--- src/rtl/comparator_pkg.sv ---
// Shared types and helpers for the digit-serial magnitude comparator.
package comparator_pkg;

  localparam int unsigned MAX_WIDTH = 64;

  typedef enum logic {
    IDLE = 1'b0,
    RUN  = 1'b1
  } state_t;

  typedef struct packed {
    logic g;
    logic e;
    logic l;
  } result_t;

  // Inverting the sign bit maps two's-complement order onto unsigned order.
  function automatic logic [MAX_WIDTH-1:0] flip_msb(input logic [MAX_WIDTH-1:0] v,
                                                    input int unsigned w);
    return v ^ (MAX_WIDTH'(1) << (w - 1));
  endfunction

endpackage

--- src/rtl/cmp_slice.sv ---
// Combinational unsigned compare of one DIGIT-bit slice.
module cmp_slice
  import comparator_pkg::*;
#(
  parameter int unsigned DIGIT = 2
) (
  input  logic [DIGIT-1:0] x,
  input  logic [DIGIT-1:0] y,
  output result_t          res_c
);

  always_comb begin
    res_c   = '0;
    res_c.g = (x > y);
    res_c.e = (x == y);
    res_c.l = (x < y);
  end

endmodule

--- src/rtl/seq_magnitude_comparator.sv ---
// Digit-serial signed/unsigned magnitude comparator, MSB digit first, with
// early termination and a start/done handshake.
module seq_magnitude_comparator
  import comparator_pkg::*;
#(
  parameter int unsigned WIDTH = 8,
  parameter int unsigned DIGIT = 2
) (
  input  logic                               clk,
  input  logic                               rst,
  input  logic                               start,
  input  logic                               signed_mode,
  input  logic [WIDTH-1:0]                   a,
  input  logic [WIDTH-1:0]                   b,
  output logic                               busy,
  output logic                               done,
  output logic                               g,
  output logic                               e,
  output logic                               l,
  output logic [$clog2(WIDTH/DIGIT+1)-1:0]   steps
);

  localparam int unsigned NDIG = WIDTH / DIGIT;
  localparam int unsigned CW   = (NDIG > 1) ? $clog2(NDIG) : 1;
  localparam int unsigned SW   = $clog2(NDIG + 1);

  state_t           state;
  logic [WIDTH-1:0] ra;
  logic [WIDTH-1:0] rb;
  logic [CW-1:0]    cnt;
  result_t          slice_res_c;
  logic             last_c;

  assign last_c = (cnt == CW'(NDIG - 1));

  cmp_slice #(
    .DIGIT (DIGIT)
  ) u_slice (
    .x     (ra[WIDTH-1 -: DIGIT]),
    .y     (rb[WIDTH-1 -: DIGIT]),
    .res_c (slice_res_c)
  );

  always_ff @(posedge clk) begin
    if (rst) begin
      state <= IDLE;
      busy  <= 1'b0;
      done  <= 1'b0;
      g     <= 1'b0;
      e     <= 1'b0;
      l     <= 1'b0;
      steps <= '0;
      ra    <= '0;
      rb    <= '0;
      cnt   <= '0;
    end else begin
      done <= 1'b0;
      case (state)
        IDLE: begin
          if (start) begin
            if (signed_mode) begin
              ra <= WIDTH'(flip_msb(MAX_WIDTH'(a), WIDTH));
              rb <= WIDTH'(flip_msb(MAX_WIDTH'(b), WIDTH));
            end else begin
              ra <= a;
              rb <= b;
            end
            cnt   <= '0;
            busy  <= 1'b1;
            state <= RUN;
          end
        end
        RUN: begin
          // Stop at the first unequal digit, or after the last equal one.
          if (!slice_res_c.e || last_c) begin
            g     <= slice_res_c.g;
            e     <= slice_res_c.e;
            l     <= slice_res_c.l;
            steps <= SW'(cnt) + SW'(1);
            done  <= 1'b1;
            busy  <= 1'b0;
            state <= IDLE;
          end else begin
            ra  <= ra << DIGIT;
            rb  <= rb << DIGIT;
            cnt <= cnt + CW'(1);
          end
        end
        default: state <= IDLE;
      endcase
    end
  end

endmodule

--- config.mk ---
export PLATFORM = sky130hd
export DESIGN_NAME = seq_magnitude_comparator
export DESIGN_NICKNAME = d
export VERILOG_FILES = /design/src/rtl/comparator_pkg.sv /design/src/rtl/cmp_slice.sv /design/src/rtl/seq_magnitude_comparator.sv
export SDC_FILE = /design/constraint.sdc
export NUM_CORES = 1
export LEC_CHECK = 0
export CELL_PAD_IN_SITES_DETAIL_PLACEMENT = 2
export CELL_PAD_IN_SITES_GLOBAL_PLACEMENT = 2
export CORE_ASPECT_RATIO = 0.75
export CORE_MARGIN = 2
export CORE_UTILIZATION = 26
export DETAILED_ROUTE_END_ITERATION = 10
export HOLD_SLACK_MARGIN = 0.12
export PLACE_DENSITY_LB_ADDON = 0.2
export SLEW_MARGIN = 20
export SYNTH_ARGS = -nofsm -noshare
export SYNTH_HDL_FRONTEND = slang
export SYNTH_SLANG_ARGS = --single-unit
--- constraint.sdc ---
create_clock -name clk -period 1.75 [get_ports clk]
set_clock_uncertainty 0.2 [all_clocks]
set_input_delay 0.4375 -clock clk [delete_from_list [all_inputs] [get_ports clk]]
set_output_delay 0.4375 -clock clk [all_outputs]
set_load 0.03 [all_outputs]
==> summary.md <==
| Metric | Value |
|---|---|
| Layout Area Growth over Synthesis | 52.6% |
| P_leak | between 0.6 and 0.7 nW |
| CORE AREA | roughly 0.0044 mm² |
| Worst Reg2Reg Path Length in Cells | 7 |
| # diodes | 0 |
| Ys Warns | 0 |
| Final Hold Fails | 0 |
| Outcome | complete, no violations |
| Synth Cell Area | between 0.001 and 0.0015 mm² |
| CP max FO | 12 |
| Reg-to-Reg Start | ra[6] |
| Post-route ant nets | 0 |
| Root Buffer | clkbuf_8 |
| Setup-failing EPs final | 0 |
| Actual slew at the worst max-slew pin | between 0.3 and 0.4 ns |
| Die height | between 60 and 70 µm |
| Setup crit start kind | register |
| Finished Cell Area | between 0.0015 and 0.002 mm² |
| Hold Crit Class | reg2reg |
| Slew margin rel. | 0.772 |
| Max IR drop VDD | 0.000324 V |
| Nets | between 150 and 200 |
| DP Wirelength | approximately 2.7 mm |
| Vias per Instance | slightly below 5 |
| FILL cells | around 460 |
| Area leader, netlist | dfxtp_1 |
| Post-Syn Nets | 154 |
| CTS tree | built |
| Total power | between 1.5 and 2 mW |
| Max-Cap Viols | 0 |
| Min-delay src | ra[1] |
| Max Buffers Root-to-Sink | 2 |
| Initial Util | 0.269 |
| Post-Route WL | ~3.7 mm |
| First-pass GRT wire length | 6.11 mm |
| DP Area | 0.00163 mm² |
| Worst Hold Path EP | ra[1] |
| Worst EP arrival | between 1.5 and 2 ns |
| GR Util All Layers | 0.156 |
| RSZ-0062 raised after global routing | true |
| Hold Path Depth | 2 |
| Initial antenna violation count | 0 |
| Syn_area_per_cell | roughly 9.1 µm² |
| Total congestion overflow | 0 |
| Port Buffer Count | 27 |
| Row count | 21 |
| Worst setup EP type | register |
| Initial drt markers | 39 |
| Clk_lat worst skew | about 0.28 ns |
| Layout cells sized above 1 | 0.304 |
| Num CTS Buffers | 3 |
| Setup CP Type | reg2reg |
| Routability cong. | approximately 0.74 |
| FF+latch count, synth | 27 |
| Cell area power density | between 900 and 1000 mW/mm² |
| Post-synthesis sequential area ratio | 0.452 |
| Die ar. | 0.00516 mm² |
| Final period utilization | 0.974 |
| Largest net degree at the start of global routing | 15 |
| Cells after Synth | 131 |
| Vias in the first global route | roughly 1,300 |
| Clock sinks | 27 |
| # DRC | 0 |
| Hold-fix buffers, CTS | 0 |
| Final Max Slew Viols | 0 |
| RR Endpoint | ra[2] |
| CTS clk-pin slew, worst paths | around 0.090 ns |
| Via count | 1,127 |
| Top post-synthesis cells by area | dfxtp_1 45%, mux2i_1 8.4%, a211oi_1 6.9% |
| Level count of the clock H-tree | 1 |
| Avg WL per Cell | 16.4 µm |
| Fmax achieved | 587 MHz |
| CP required | approximately 1.8 ns |
| Die X-Extent | 82.3 µm |
| Worst reg2reg setup slack | about 0.046 ns |
| Synth top area share | 0.452 |
| Tmin final | 1.70 ns |
| Synth cell types | 26 |
| Drt pass-1 iters | 4 |
| # IOs | 28 |
[through the flow]
stage | util | setup WS [ns] | cells | hold slack [ns] | setup TNS (ns)
after floorplan | - | 0.0379 | 131 | 0.248 | 0
after global placement | 0.368 | -0.0421 | 223 | 0.258 | -0.285
after detailed placement | 0.368 | -0.127 | 223 | 0.262 | -0.915
after CTS | 0.388 | 0.00986 | 227 | 0.275 | 0
after global routing | 0.411 | -0.0178 | 228 | 0.307 | -0.0457
final | 0.411 | 0.0457 | 228 | 0.271 | 0
[worst max-delay path by stage]
stage                from  endpoint  slack [ns]  cells after the start
CTS                 ra[6]         l        0.01                      5
floorplan           ra[6]         l        0.04                      5
global placement    start     rb[4]       -0.04                      5
finish              ra[6]     ra[2]        0.05                      7
detailed placement  start     ra[3]       -0.13                      5
global route        ra[6]     ra[2]       -0.02                      7
[Yosys cell counts]
library cell	number
dfxtp_1	27
a21oi_1	13
nor3_1	12
a211oi_1	11
mux2i_1	10
nand2_1	9
nand3_1	7
o21ai_0	7
buf_2	5
nand2b_1	5
clkbuf_1	3
ha_1	3
inv_1	3
buf_4	2
o2bb2ai_1	2
xnor2_1	2
a21boi_0	1
and2b_1	1
and3b_4	1
and4b_1	1
nand3b_1	1
nand4b_1	1
nor2_1	1
nor2b_1	1
or3_1	1
or4_1	1
[worst max-delay path: stages (launching register included)]
cell      delay [ns]
dfxtp_2         0.35
inv_2           0.05
ha_4            0.26
buf_6           0.10
and4b_1         0.21
buf_6           0.17
nor3_1          0.08
a211oi_2        0.20
[metal layers]
metal  track usage  part of all wire
met1         0.194              0.45
met2         0.259              0.50
met4        0.0542             0.014
met5             0                 0
met3        0.0390             0.035
[timing repair]
| action | in CTS | in global routing |
|---|---|---|
| gates resized for setup | 19 | 25 |
| endpoints found under the hold margin | 0 | 0 |
| buffers inserted | 0 | 1 |
| pin swaps | 3 | 6 |
| setup endpoints to repair | 23 | 17 |
[cells in the final DEF (no fill, tap or decap), types with 2 or more instances in the layout]
cell             count
mux2i_1             10
nand2b_1             5
ha_4                 2
inv_2                2
a211oi_2            10
clkdlybuf4s50_1     19
nor3_2               6
xnor2_1              2
dlygate4sd2_1        8
o21ai_0              7
dfxtp_1             23
a21oi_2              2
o2bb2ai_1            2
clkbuf_8             3
nand3_1              7
nand2_1              8
a21oi_1             11
nor3_1               6
dfxtp_2              4
buf_4               12
buf_6                6
[cell type report]
type / instances / area (µm²) / share of cell area
Multi-Input combinational cell: 91 / 714 / 0.391
Sequential cell: 27 / 546 / 0.299
Inverter: 3 / 11.3 / 0.00617
Timing Repair Buffer: 46 / 438 / 0.240
Tap cell: 57 / 71.3 / 0.0391
Clock buffer: 4 / 45.0 / 0.0247
[cell families (layout without fill, tap and decap cells)]
group           Yosys count  in the layout  synth area share
simple gates             42             42             0.192
compound gates           34             34             0.174
flops                    27             27             0.452
buf+inv                  13             53            0.0523
mux                      10             10            0.0837
fa+ha+maj                 3              3            0.0314
xor+xnor                  2              2            0.0146
[where the power goes]
part	switching, mW	internal (mW)
combinational	0.291	0.294
sequential	0.0514	0.683
clock	0.192	0.163
[flip-flops by register name, indices dropped and copies added (netlist names)]
register and count:
state 1, ra 8, g 1, done 1, l 1, rb 8, e 1, cnt 2
busy 1, steps 3
(Power assumes the default switching activity.)
